`src/rtl/rca_nibble_seq_if.sv`:
```
// Request/response handshake bundle for the nibble-serial add/sub controller.
// The requester holds the master side; the controller holds the slave side.
interface rca_nibble_seq_if #(
    parameter int WIDTH = 16
);
    logic             start_valid;
    logic             start_ready;
    logic [WIDTH-1:0] a;
    logic [WIDTH-1:0] b;
    logic             sub;
    logic             res_valid;
    logic             res_ready;
    logic [WIDTH-1:0] result;
    logic             carry;
    logic             overflow;

    modport master (
        output start_valid, a, b, sub, res_ready,
        input  start_ready, res_valid, result, carry, overflow
    );

    modport slave (
        input  start_valid, a, b, sub, res_ready,
        output start_ready, res_valid, result, carry, overflow
    );
endinterface

```
`src/rtl/rca_nibble_seq.sv`:
```
// WIDTH-bit add/subtract built by reusing an external 4-bit add/sub slice,
// one nibble per clock LSB first, with valid/ready request and result handshakes.
module rca_nibble_seq #(
    parameter int WIDTH = 16
) (
    input  logic                clk,
    input  logic                rst,
    rca_nibble_seq_if.slave     io,
    output logic                busy,
    output logic [3:0]          add_x,
    output logic [3:0]          add_y,
    output logic                add_sel,
    input  logic [3:0]          add_s,
    input  logic                add_cout
);
    localparam int NIB = WIDTH / 4;
    localparam int KW  = $clog2(NIB);
    localparam logic [KW-1:0] K_LAST = KW'(NIB - 1);

    typedef enum logic [1:0] {
        IDLE = 2'd0,
        RUN  = 2'd1,
        DONE = 2'd2
    } state_t;

    state_t           state_r;
    logic [WIDTH-1:0] a_r;
    logic [WIDTH-1:0] b_r;
    logic [WIDTH-1:0] result_r;
    logic [KW-1:0]    k_r;
    logic             c_r;
    logic             carry_r;
    logic             overflow_r;
    logic             res_valid_r;
    logic             start_ready_r;
    logic             busy_r;

    logic [KW+1:0]    base_s;
    logic [3:0]       a_nib_s;
    logic [3:0]       b_nib_s;
    logic             ovf_s;

    // Signed overflow: operands of equal sign produced a sum of the other sign.
    function automatic logic ovf_calc(input logic a_msb, input logic b_msb, input logic s_msb);
        return (a_msb == b_msb) && (s_msb != a_msb);
    endfunction

    // Select the active nibble and condition the slice so it always adds.
    always_comb begin
        base_s  = {k_r, 2'b00};
        a_nib_s = a_r[base_s +: 4];
        b_nib_s = b_r[base_s +: 4];
        ovf_s   = ovf_calc(a_r[WIDTH-1], b_r[WIDTH-1], add_s[3]);
        add_x   = 4'd0;
        add_y   = 4'd0;
        add_sel = 1'b0;
        if (state_r == RUN) begin
            // The slice inverts y when sel=1, so pre-inverting yields x + b + c.
            add_x   = a_nib_s;
            add_y   = b_nib_s ^ {4{c_r}};
            add_sel = c_r;
        end else begin
            add_x   = 4'd0;
            add_y   = 4'd0;
            add_sel = 1'b0;
        end
    end

    // Controller FSM with all handshake and result outputs registered.
    always_ff @(posedge clk or posedge rst) begin
        if (rst) begin
            state_r       <= IDLE;
            a_r           <= {WIDTH{1'b0}};
            b_r           <= {WIDTH{1'b0}};
            result_r      <= {WIDTH{1'b0}};
            k_r           <= {KW{1'b0}};
            c_r           <= 1'b0;
            carry_r       <= 1'b0;
            overflow_r    <= 1'b0;
            res_valid_r   <= 1'b0;
            start_ready_r <= 1'b1;
            busy_r        <= 1'b0;
        end else begin
            case (state_r)
                IDLE: begin
                    if (io.start_valid && start_ready_r) begin
                        a_r           <= io.a;
                        b_r           <= io.sub ? ~io.b : io.b;
                        c_r           <= io.sub;
                        k_r           <= {KW{1'b0}};
                        start_ready_r <= 1'b0;
                        busy_r        <= 1'b1;
                        state_r       <= RUN;
                    end else begin
                        state_r       <= IDLE;
                    end
                end
                RUN: begin
                    result_r[base_s +: 4] <= add_s;
                    c_r                   <= add_cout;
                    if (k_r == K_LAST) begin
                        carry_r     <= add_cout;
                        overflow_r  <= ovf_s;
                        res_valid_r <= 1'b1;
                        k_r         <= {KW{1'b0}};
                        state_r     <= DONE;
                    end else begin
                        k_r         <= k_r + KW'(1'b1);
                    end
                end
                DONE: begin
                    // Ready returns one cycle after the result is taken: no bypass.
                    if (io.res_ready) begin
                        res_valid_r   <= 1'b0;
                        busy_r        <= 1'b0;
                        start_ready_r <= 1'b1;
                        state_r       <= IDLE;
                    end else begin
                        state_r       <= DONE;
                    end
                end
                default: begin
                    res_valid_r   <= 1'b0;
                    busy_r        <= 1'b0;
                    start_ready_r <= 1'b1;
                    state_r       <= IDLE;
                end
            endcase
        end
    end

    assign io.start_ready = start_ready_r;
    assign io.res_valid   = res_valid_r;
    assign io.result      = result_r;
    assign io.carry       = carry_r;
    assign io.overflow    = overflow_r;
    assign busy           = busy_r;
endmodule

```
`src/flat_wrapper.sv`:
```
// flat-port wrapper written by rule: the top's interface ports become plain ports
module rca_nibble_seq_flat 
#(
    parameter int WIDTH = 16
)
  (clk, rst, busy, add_x, add_y, add_sel, add_s, add_cout, io_start_valid, io_a, io_b, io_sub, io_res_ready, io_start_ready, io_res_valid, io_result, io_carry, io_overflow);
  rca_nibble_seq_if #(.WIDTH(WIDTH)) io_i ();
  input  logic clk;
  input  logic rst;
  output logic busy;
  output logic [3:0] add_x;
  output logic [3:0] add_y;
  output logic add_sel;
  input  logic [3:0] add_s;
  input  logic add_cout;
  input wire logic [$bits(io_i.start_valid)-1:0] io_start_valid;
  input wire logic [$bits(io_i.a)-1:0] io_a;
  input wire logic [$bits(io_i.b)-1:0] io_b;
  input wire logic [$bits(io_i.sub)-1:0] io_sub;
  input wire logic [$bits(io_i.res_ready)-1:0] io_res_ready;
  output wire logic [$bits(io_i.start_ready)-1:0] io_start_ready;
  output wire logic [$bits(io_i.res_valid)-1:0] io_res_valid;
  output wire logic [$bits(io_i.result)-1:0] io_result;
  output wire logic [$bits(io_i.carry)-1:0] io_carry;
  output wire logic [$bits(io_i.overflow)-1:0] io_overflow;
  assign io_i.start_valid = io_start_valid;
  assign io_i.a = io_a;
  assign io_i.b = io_b;
  assign io_i.sub = io_sub;
  assign io_i.res_ready = io_res_ready;
  assign io_start_ready = io_i.start_ready;
  assign io_res_valid = io_i.res_valid;
  assign io_result = io_i.result;
  assign io_carry = io_i.carry;
  assign io_overflow = io_i.overflow;
  rca_nibble_seq #(.WIDTH(WIDTH)) u_core (.clk(clk), .rst(rst), .io(io_i), .busy(busy), .add_x(add_x), .add_y(add_y), .add_sel(add_sel), .add_s(add_s), .add_cout(add_cout));
endmodule
```
`config.mk`:
```
export PLATFORM = sky130hd
export DESIGN_NAME = rca_nibble_seq_flat
export DESIGN_NICKNAME = d
export VERILOG_FILES = /design/src/rtl/rca_nibble_seq_if.sv /design/src/rtl/rca_nibble_seq.sv /design/src/flat_wrapper.sv
export SDC_FILE = /design/constraint.sdc
export NUM_CORES = 1
export LEC_CHECK = 0
export ABC_CLOCK_PERIOD_IN_PS = 3040
export CORE_AREA = 5 5 82 84
export DETAILED_ROUTE_END_ITERATION = 6
export DIE_AREA = 0 0 87 89
export PLACE_DENSITY = 0.78
export SYNTH_ARGS = -nofsm -noshare
export SYNTH_HDL_FRONTEND = slang
export SYNTH_SLANG_ARGS = --single-unit
```
`constraint.sdc`:
```
create_clock -name clk -period 3.04 [get_ports clk]
set_clock_uncertainty 0.2 [all_clocks]
set_input_delay 0.456 -clock clk [delete_from_list [all_inputs] [get_ports clk]]
set_output_delay 0.456 -clock clk [all_outputs]
set_load 0.01 [all_outputs]
```
Word-level counts from Yosys, hierarchy flattened
Cells that the tools add are included.
{"block": "totals", "inputBits": 42, "wordCells": 60, "regBits": 58, "out_inout_bits": 30}
{"block": "classes", "muxes": 22, "bitwise": 4, "n_eq_ne": 8, "reduce_logical": 9, "addsub": 2, "shifts": 4}
{"op": "variable part select 16 x 5 -> 4 bit", "count": 2}
{"op": "bitwise mux 16 bit", "count": 1}
{"op": "2-to-1 mux 16 bit", "count": 1}
{"op": "inverter 16 bit", "count": 1}
{"op": "variable shift 4 x 6 -> 16 bit (first input constant)", "count": 1}
{"op": "variable part select 4 x 6 -> 16 bit", "count": 1}
{"op": "case mux 1 bit (3 select lines)", "count": 3}
{"op": "2-to-1 mux 1 bit", "count": 8}
{"op": "2-to-1 mux 2 bit", "count": 4}
{"op": "2-to-1 mux 4 bit", "count": 2}
{"op": "negator 4 -> 6 bit", "count": 1}
{"op": "case mux 2 bit (3 select lines)", "count": 1}
{"op": "AND reduction 2 bit", "count": 3}
{"op": "AND reduction 3 bit", "count": 2}
{"op": "== test 2 bit (second input constant)", "count": 2}
{"op": "inequality test 2 bit (second input constant)", "count": 2}
{"op": "case mux 2 bit (2 select lines)", "count": 1}
{"op": "XOR 4 bit", "count": 1}
{"op": "adder 2 x 1 -> 2 bit (second input constant)", "count": 1}
{"op": "== test 2 x 1 -> 1 bit (second input constant)", "count": 1}
{"op": "logical AND 1 bit", "count": 2}
{"op": "logical NOT 2 bit", "count": 1}
{"op": "inequality test 2 x 1 -> 1 bit (second input constant)", "count": 1}
{"op": "inverter 1 bit", "count": 2}
{"op": "other kinds (4)", "count": 4}

Depth between registers and ports, before layout
Gate-level depths: netlist (run 1).
{"block": "logic_depth", "word_depth": 3, "depth_mapped": 6, "mapped_depth_nobuf": 5}

Worst setup path after synthesis (run 1)
OpenSTA, ideal clock, no wires.
{"block": "synth_path", "kind": "flip-flop to flip-flop", "start": "register u_core.k_r[1]", "end": "register u_core.result_r[10], in the netlist u_core.io.result[10]", "setup_ns": 0.066, "path_stages_with_launch": 7, "period_less_slack_ns": 2.142, "slack_ns": 0.898, "t_required_ns": 2.774, "t_arrival_ns": 1.876, "path_buffers": 1, "cell_sequence": "dfrtp_1 -> clkbuf_1 -> inv_1 -> ha_1 -> or3b_1 -> nor4b_4 -> a22o_1"}
{"block": "synth_between", "elab_chain_cells": 3, "word_cells_on_any_way": 4, "cone_classes": "add/sub: 1; shift: 2; mux: 1"}
{"item": "from (decl)", "line": "rca_nibble_seq.sv:30", "source": "logic [KW-1:0] k_r;"}
{"item": "from (signal assigned)", "line": "rca_nibble_seq.sv:76", "source": "k_r <= {KW{1'b0}};"}
{"item": "from (signal assigned)", "line": "rca_nibble_seq.sv:90", "source": "k_r <= {KW{1'b0}};"}
{"item": "from (signal assigned)", "line": "rca_nibble_seq.sv:105", "source": "k_r <= {KW{1'b0}};"}
{"item": "negator 4 -> 6 bit (*)", "line": "rca_nibble_seq.sv:99", "source": "result_r[base_s +: 4] <= add_s;"}
{"item": "variable part select 4 x 6 -> 16 bit / variable shift 4 x 6 -> 16 bit (equally long branches)", "line": "rca_nibble_seq.sv:99"}
{"item": "bitwise mux 16 bit (*)", "line": "rca_nibble_seq.sv:99"}
{"item": "to (signal assigned)", "line": "rca_nibble_seq.sv:75", "source": "result_r <= {WIDTH{1'b0}};"}
{"item": "to (signal, indexed assignment)", "line": "rca_nibble_seq.sv:99"}
{"item": "to (decl)", "line": "rca_nibble_seq.sv:29", "source": "logic [WIDTH-1:0] result_r;"}
Every way passes the cells marked *; elsewhere a longest branch is shown, timed or not.
A chain may end at the register's enable or synchronous reset.

Worst setup path after layout (run 1)
{"block": "layout_path", "start": "register u_core.k_r[0]", "end": "output port add_x[0]"}
{"block": "layout_between", "elab_chain_cells": 2}
{"item": "variable part select 16 x 5 -> 4 bit", "line": "rca_nibble_seq.sv:51", "source": "a_nib_s = a_r[base_s +: 4];"}
{"item": "2-to-1 mux 4 bit", "line": "rca_nibble_seq.sv:57", "source": "if (state_r == RUN) begin"}
{"item": "to (decl)", "line": "flat_wrapper.sv:11", "source": "output logic [3:0] add_x;"}
No other way between the ends.

==> results of run 1 <==
-- cell families after synthesis --
family | Yosys count | share of synthesized area [%]
XOR/XNOR | 20 | 6.29
buffers and inverters | 17 | 4.00
AO/OA/AOI/OAI | 43 | 10.4
flip-flops | 58 | 52.2
adder cells (fa/ha/maj) | 5 | 2.25
multiplexers | 25 | 13.3
AND/OR/NAND/NOR | 52 | 11.5
-- metal layers --
layer	global-route usage [%]	wire length (microns)
met1	20.5	2420
met2	26.8	2830
met3	4.61	470
met4	8.50	104
met5	0	0
-- flip-flops by register name, indices dropped and copies added (netlist names), 2 cells and up --
register	cells
u_core.k_r	2
u_core.state_r	2
u_core.b_r	16
u_core.io.result	16
u_core.a_r	16
-- power groups by stage --
stage	Clock (mW)	Sequential (mW)	Combinational (mW)
finish	0.730	1.32	1.24
global route	0.786	1.37	1.36
CTS	0.748	1.32	1.26
detailed placement	0	1.33	1.26
global placement	0	1.31	1.22
floorplan	0	1.28	0.851
-- per-stage QoR --
step | hold WS, ns | std cells | utilization, % | instance area [sq um]
floorplan | 0.252 | 220 | - | 2790
CTS | 0.188 | 376 | 64.4 | 3770
detailed placement | 0.269 | 360 | 60.9 | 3560
global placement | 0.263 | 360 | 60.9 | 3560
global route | 0.220 | 376 | 64.5 | 3770
finish | 0.194 | 376 | 64.5 | 3770
-- area by class of cell --
cell class	count	area (sq um)	share of cell area, %
tap	75	93.8	2.49
multi-input combinational	145	1240	32.8
clock buffer	12	155	4.11
clock inverter	4	50.0	1.33
inverter	3	11.3	0.299
sequential	58	1450	38.6
timing repair buffer	79	771	20.4
-- worst paths after layout --
| kind | start | to | slack (ns) |
|---|---|---|---|
| worst min-delay path | rst | u_core.a_r[3] | 0.19 |
| worst max-delay path | u_core.k_r[0] | add_x[0] | 0.18 |
| max in group asynchronous | rst | u_core.k_r[0] | 1.80 |
| worst max register to register | u_core.k_r[0] | u_core.io.result[9] | 0.70 |
| worst min register to register | u_core.busy | u_core.busy | 0.28 |
| min in group clk | u_core.busy | u_core.busy | 0.28 |
-- layout by cell type (no fill, tap or decap), drive strengths merged --
master / n
dfrtp: 57
and3b: 1
o31ai: 2
nand3b: 3
inv: 3
mux4: 8
or3b: 1
xnor2: 20
nand2b: 2
nor3b: 1
clkinv: 1
nor4bb: 1
mux2: 17
o21bai: 1
a221o: 1
and2: 5
clkinvlp: 2
nor3: 1
nor4b: 4
ha: 5
buf: 8
dfstp: 1
a22o: 16
a21oi: 19
nor2b: 1
clkbuf: 12
o21ai: 3
clkdlybuf4s50: 71
bufinv: 1
or3: 1
a21o: 1
nand2: 7
nor2: 24
-- critical path, cell delays in order (launching register included) --
cell	delay, ns
sky130_fd_sc_hd__dfrtp_2	0.46
sky130_fd_sc_hd__buf_4	0.25
sky130_fd_sc_hd__mux4_2	0.51
sky130_fd_sc_hd__and2_1	0.17
sky130_fd_sc_hd__clkdlybuf4s50_1	0.49
-- timing repair --
action,in CTS,in global routing
hold buffers,0,0
setup endpoints to repair,0,3
setup buffers,0,0
resized for setup,0,1
==> impl_summary.md, run 1 <==
Logic synthesis
For this run, the leading register cell type out of synthesis is sky130_fd_sc_hd__dfrtp_1. After technology mapping, the gate count stands at 220. The synthesized netlist contains 33 unique library cells.

Sequential elements use 52.2% of the synthesized area. When the netlist entered floorplanning its net count stood at 267. The area share of the leading cell type in the synthesized netlist is 51.2%. The cell area that synthesis handed to floorplanning was 2790 sq um. The synthesized design contains 0 enable-type register cells. For this run, the number of Yosys warnings is 0.

The mean area per synthesized cell is 12.7 sq um. Of all flip-flops after synthesis, the portion carrying an async set or reset was 100%. After synthesis, the cell types taking the most area are sky130_fd_sc_hd__dfrtp_1 51%, sky130_fd_sc_hd__mux4_2 6.5%, sky130_fd_sc_hd__xnor2_1 6.3%, sky130_fd_sc_hd__mux2_1 5.3%, sky130_fd_sc_hd__a22o_1 5.0%.

The largest total area in the synthesized netlist belongs to sky130_fd_sc_hd__dfrtp_1. Yosys instantiated no cell more often than sky130_fd_sc_hd__dfrtp_1. Sorting the synthesized cells by how often they occur yields 57 x sky130_fd_sc_hd__dfrtp_1, 24 x sky130_fd_sc_hd__nor2_1, 20 x sky130_fd_sc_hd__xnor2_1. The register bit count reported by yosys is 58.

Power and ir drop
Of the total power, the share spent switching nets is 31.3%. The clock group share of total power is 22.2%. In this run the power spent charging and discharging nets is 1.03 mW.

The internal power component is 2.26 mW. The share of total power in sequential cells is 40.1%. Summed over all cells, the static leakage comes to 1.57 nW.

The completed layout was analyzed and its total power is 3.29 mW. The peak supply drop is 0.423 mV. The power per cell area is 872 nW/um^2. The share of power burned in combinational logic is 37.7%.

Min path
The class of the most critical hold timing path is in -> async.

Setup path
At the worst endpoint, the arrival time is 2.21 ns. The worst reg2reg path depth is 6. The maximum fanout along the worst path is 11. STA classifies the critical path startpoint as a flip-flop.

The category of the worst setup path capture point is an output pin. By startpoint and endpoint, the worst setup path is classified as reg -> out. For the worst setup path, the data required time is 2.38 ns.

Final layout
The post-route netlist has 14.3% of its cells at a drive strength greater than 1. The repair_antennas step left the layout with diodes totalling 0. The number of nets in the final layout is 343.

The synthesis-to-finish area growth is 35.4%. The layout filler cell count is 467.

Timing
Static timing analysis puts the maximum clock frequency at 349 MHz. At the pin with the least slew margin, the transition time is 0.467 ns. The worst slew margin relative to its limit is 68.9%.

The number of failing hold endpoints at the final stage came to 0. The number of setup violations in the final report is 0. The number of pins with negative max-slew slack in the final report is 0. Setup repair after global routing left no endpoint under its margin. The fraction of the cycle the final worst path needs is 94.1%. The minimum clock period is 2.86 ns.

The final sum of negative setup slack is 0 ns. Setup slack closes at 0.178 ns.

Global routing
The total overflow reported by the global router is 0. The number of global-route vias before repair was 2016. The global router's overall resource usage is 16.6%. The first global-routing pass estimated 9720 microns of wire. Entering global routing, the biggest net connects 38 pins. The initial antenna violation count is 0.

Route
The final routed wire length divided by cell count is 15.5 microns. The ratio of routed vias to standard cells is 5.23. The wire length reported by the detailed router is 5830 microns. The first TritonRoute pass finished after 4 iterations. For this run, design rule violations remaining after detail routing come to 0.

Summing over every cut layer, the via total after detailed routing is 1968. The detail route stage leaves a number of antenna-violating nets equal to 0. The initial DRC count is 80.

Clocking
The tree is rooted in a sky130_fd_sc_hd__clkbuf_8. The number of H-tree levels is 3. The clock tree buffer depth is 2. After clock tree synthesis, the clock-pin slew on the worst setup and hold paths is 0.07 ns. TritonCTS built the clock tree. The TritonCTS buffer count is 9. The tree built by TritonCTS fans out to 58 sinks. For the worst-skew pair, the clock arrives at the later sink with an insertion delay of 0.33 ns.

Placed design
The half-perimeter wire length of the detailed placement result is 4340 microns. The congestion estimate from routability-driven global placement came to 0.765. The post-place setup slack is 0.440 ns.

The count of buffers added on input and output ports is 71.

Die
In this run the horizontal extent of the chip is 87 microns. The area of the die is 7740 sq um. The die extent in y is 89 microns.

Once the floorplan was initialized, standard cells occupied 47.6% of the core. The total number of placement rows is 28. The count of boundary I/O pins is 72. The placeable core region is 5850 sq um.

Run
Across the run, the number of max-cap violations was 0.

Status
The run finished with clean final reports.
No activity file was read; power rests on OpenSTA's default activity.
==> inputs of run 2 (changes only) <==
Settings changed: PLACE_DENSITY 0.78 to 0.79.
==> run 2 against run 1 <==
- worst hold slack better by 0.025 ns
- register-to-register slack got worse by 0.02 ns
- global-route usage down 0.38 points
- clock-buffer cell count is the same
- largest power group unchanged
- wire length shrank 0.84%
- die area unchanged
- non-clock buffer count is 3 lower
- highest routed layer unchanged
- maximum frequency up 0.95%
- final cell count decreased by 1.1%
==> impl_summary.md, run 2 (synthesis gave the netlist of run 1 again) <==
Clocking
The number of buffers inserted by hold repair at cts is 0 (unchanged). The TritonCTS clock tree is done. The clock tree buffer depth is 2 (unchanged).

The TritonCTS buffer count is 9 (unchanged). The clock transition at the registers of the reported paths is 0.06 ns (about the same). The post-CTS repair timing setup buffer count is 0 (unchanged). The clock latency of the later-clocked register in the worst-skew pair is 0.32 ns (about the same).

The clock net sink count was 58 (unchanged). The number of H-tree levels is 3 (unchanged). The cell chosen for the clock root is sky130_fd_sc_hd__clkbuf_8.

Final layout
The antenna cell count is 0 (unchanged). The area used by sequential logic in the layout is 1450 sq um (unchanged). The top cell types in the final layout, fill and taps aside, are 71 x sky130_fd_sc_hd__clkdlybuf4s50_1, 56 x sky130_fd_sc_hd__dfrtp_1, 24 x sky130_fd_sc_hd__nor2_1. The share of final-layout standard cells stronger than drive strength 1 is 12.8% (-1.5 points).

The number of nets in the final layout was 340 (-0.87%). The multi-input logic area is 1240 sq um (unchanged). The post-route cell area is 3740 sq um (-0.80%).

The final cell count without fillers was 372 (-1.1%). The layout filler cell count is 468 (+0.21%). The post-layout utilization of the core is 63.9% (-0.51 points).

From synthesis to final layout, the design area changed by 34.3%. The most frequent standard cell in the layout excluding fill and tap cells is sky130_fd_sc_hd__clkdlybuf4s50_1.

Setup path
The most critical setup path has its startpoint at u_core.k_r[0]. The maximum fanout along the worst path was 11 (unchanged). The required time reported for the critical path endpoint is 2.38 ns (about the same).

The category of the worst setup path capture point is an output pin. The minimum setup slack among reg-to-reg paths is 0.68 ns (-0.02 ns). The setup path with the least slack is of type reg -> out. On the critical path, the stage with the largest delay is an instance of sky130_fd_sc_hd__mux4_2.

The maximum single-stage delay on the critical path was 0.51 ns (about the same). The worst register-to-register path ends at u_core.io.result[9]. The launch instance of the worst register-to-register path is u_core.k_r[0]. The worst reg2reg path depth came to 6 (unchanged).

The category of the worst setup path launch point is a flip-flop. The data arrival time of the critical path is 2.18 ns (-0.03 ns). The signal on the critical path passes through buf_4 > mux4_2 > and2_1 > clkdlybuf4s50_1.

Min path
The worst hold path belongs to the class in -> async.

Timing
The worst hold margin came to 0.219 ns (+0.0252 ns). The worst slew margin relative to its limit is 38.3% (-31 points). The minimum clock period came to 2.84 ns (-0.0269 ns). The number of failing hold endpoints at the final stage is 0 (unchanged). The number of setup violations in the final report was 0 (unchanged).

The fraction of the cycle the final worst path needs is 93.3% (-0.89 points). The number of pins with negative max-slew slack in the final report is 0 (unchanged). The final worst-path setup slack was 0.205 ns (+0.0269 ns). The final sum of negative setup slack was 0 ns (unchanged). The transition time at the pin with the least slew margin is 0.922 ns (+0.455 ns).

The upper clock frequency limit is 353 MHz (+0.95%). Setup repair after global routing left no endpoint under its margin.

Die
The total number of placement rows is 28 (unchanged). The starting utilization of the core area was 47.6% (unchanged). The horizontal die dimension was 87 microns (unchanged). The die extent in y is 89 microns (unchanged). The count of boundary I/O pins is 72 (unchanged). The placeable core region came to 5850 sq um (unchanged). The area of the die is 7740 sq um (unchanged).

Power and ir drop
The peak supply drop is 0.382 mV (-9.7%). The total design power is 3.22 mW (-2.1%). The power per cell area is 860 nW/um^2 (-1.4%). The leakage power of the design is 1.56 nW (-0.95%).

Placed design
The area after detailed placement is 3550 sq um (-0.28%). The weighted congestion at the end of routability-driven global placement came to 0.749 (-2.1%). The post-place setup slack came to 0.447 ns (+0.00616 ns). The number of I/O port buffers is 71 (unchanged). The count of placed standard cells including taps is 357 (-0.83%). The half-perimeter wire length of the detailed placement result is 4210 microns (-3.0%).

Status
The flow ran to the end, and the final reports show no timing, DRC or antenna violations.

Route
The count of antenna-violating nets left after detailed routing came to 0 (unchanged). The detailed-route DRC error count is 0 (unchanged). The wire length reported by the detailed router is 5780 microns (-0.84%).

The via count was 1900 (-3.5%). The initial DRC count is 56 (-30%). The final routed wire length divided by cell count is 15.5 microns (+0.23%).

The number of search-and-repair iterations in the first detailed-routing pass is 4 (unchanged). The ratio of routed vias to standard cells was 5.11 (-2.4%).

Global routing
The global router's overall resource usage was 16.2% (-0.38 points). The total overflow reported by the global router came to 0 (unchanged). The pin count of the biggest net entering global routing is 55 (+45%).

The first-pass GRT wire length was 9580 microns (-1.4%). The initial antenna violation count is 0 (unchanged). The number of global-route vias before repair is 2013 (-0.15%).

Run
The number of max-cap violations is 0 (unchanged).
## run 2: cell count changes in the layout (fill, tap and decap cells not counted)
| cell | delta |
|---|---|
| sky130_fd_sc_hd__buf_4 | -4 |
| sky130_fd_sc_hd__clkinvlp_4 | -2 |
| sky130_fd_sc_hd__buf_12 | +1 |
| sky130_fd_sc_hd__clkbuf_1 | +1 |
| sky130_fd_sc_hd__clkbuf_8 | -1 |
| sky130_fd_sc_hd__clkinv_2 | +1 |
## run 2: worst max-delay path by stage
stage / endpoint / slack (ns) / cells after the start
after detailed placement: add_x[1] / 0.45 / 4
after global placement: add_x[1] / 0.44 / 4
after CTS: add_x[1] / 0.07 / 4
final: add_x[1] / 0.20 / 4
after floorplan: u_core.io.result[10] / 0.90 / 6
after global routing: add_x[1] / 0.1 / 4
## run 2: layer usage
metal	global-route usage, %	up-vias	routed length, microns
li1	-	926	-
met5	0	-	0
met4	6.80	0	85
met3	4.52	9	369
met2	26.3	49	2790
met1	20.6	916	2540
## run 2: power by group
part / switching, mW / leakage (nW) / internal [mW]
sequential: 0.235 / 0.720 / 1.09
clock: 0.283 / 0.0962 / 0.394
combinational: 0.476 / 0.743 / 0.736
total: 0.993 / 1.56 / 2.22
## run 2: worst max-delay path: cells and delay by family (launching register included)
family	cells	cell delay, ns
multiplexers	1	0.51
flip-flops	1	0.45
buffers and inverters	2	0.73
AND/OR/NAND/NOR	1	0.17
## run 2: repair_timing
action | CTS | global route
setup endpoints to repair | 0 | 2
endpoints found under the hold margin | 0 | 0
gates resized for setup | 0 | 1
## run 2: final cells by class
type	instances	area share [%]
Inverter	3	0.301
Clock buffer	12	3.88
Sequential cell	58	38.9
Multi-Input combinational cell	145	33.0
Tap cell	75	2.51
Timing Repair Buffer	76	20.3
Clock inverter	3	1.07
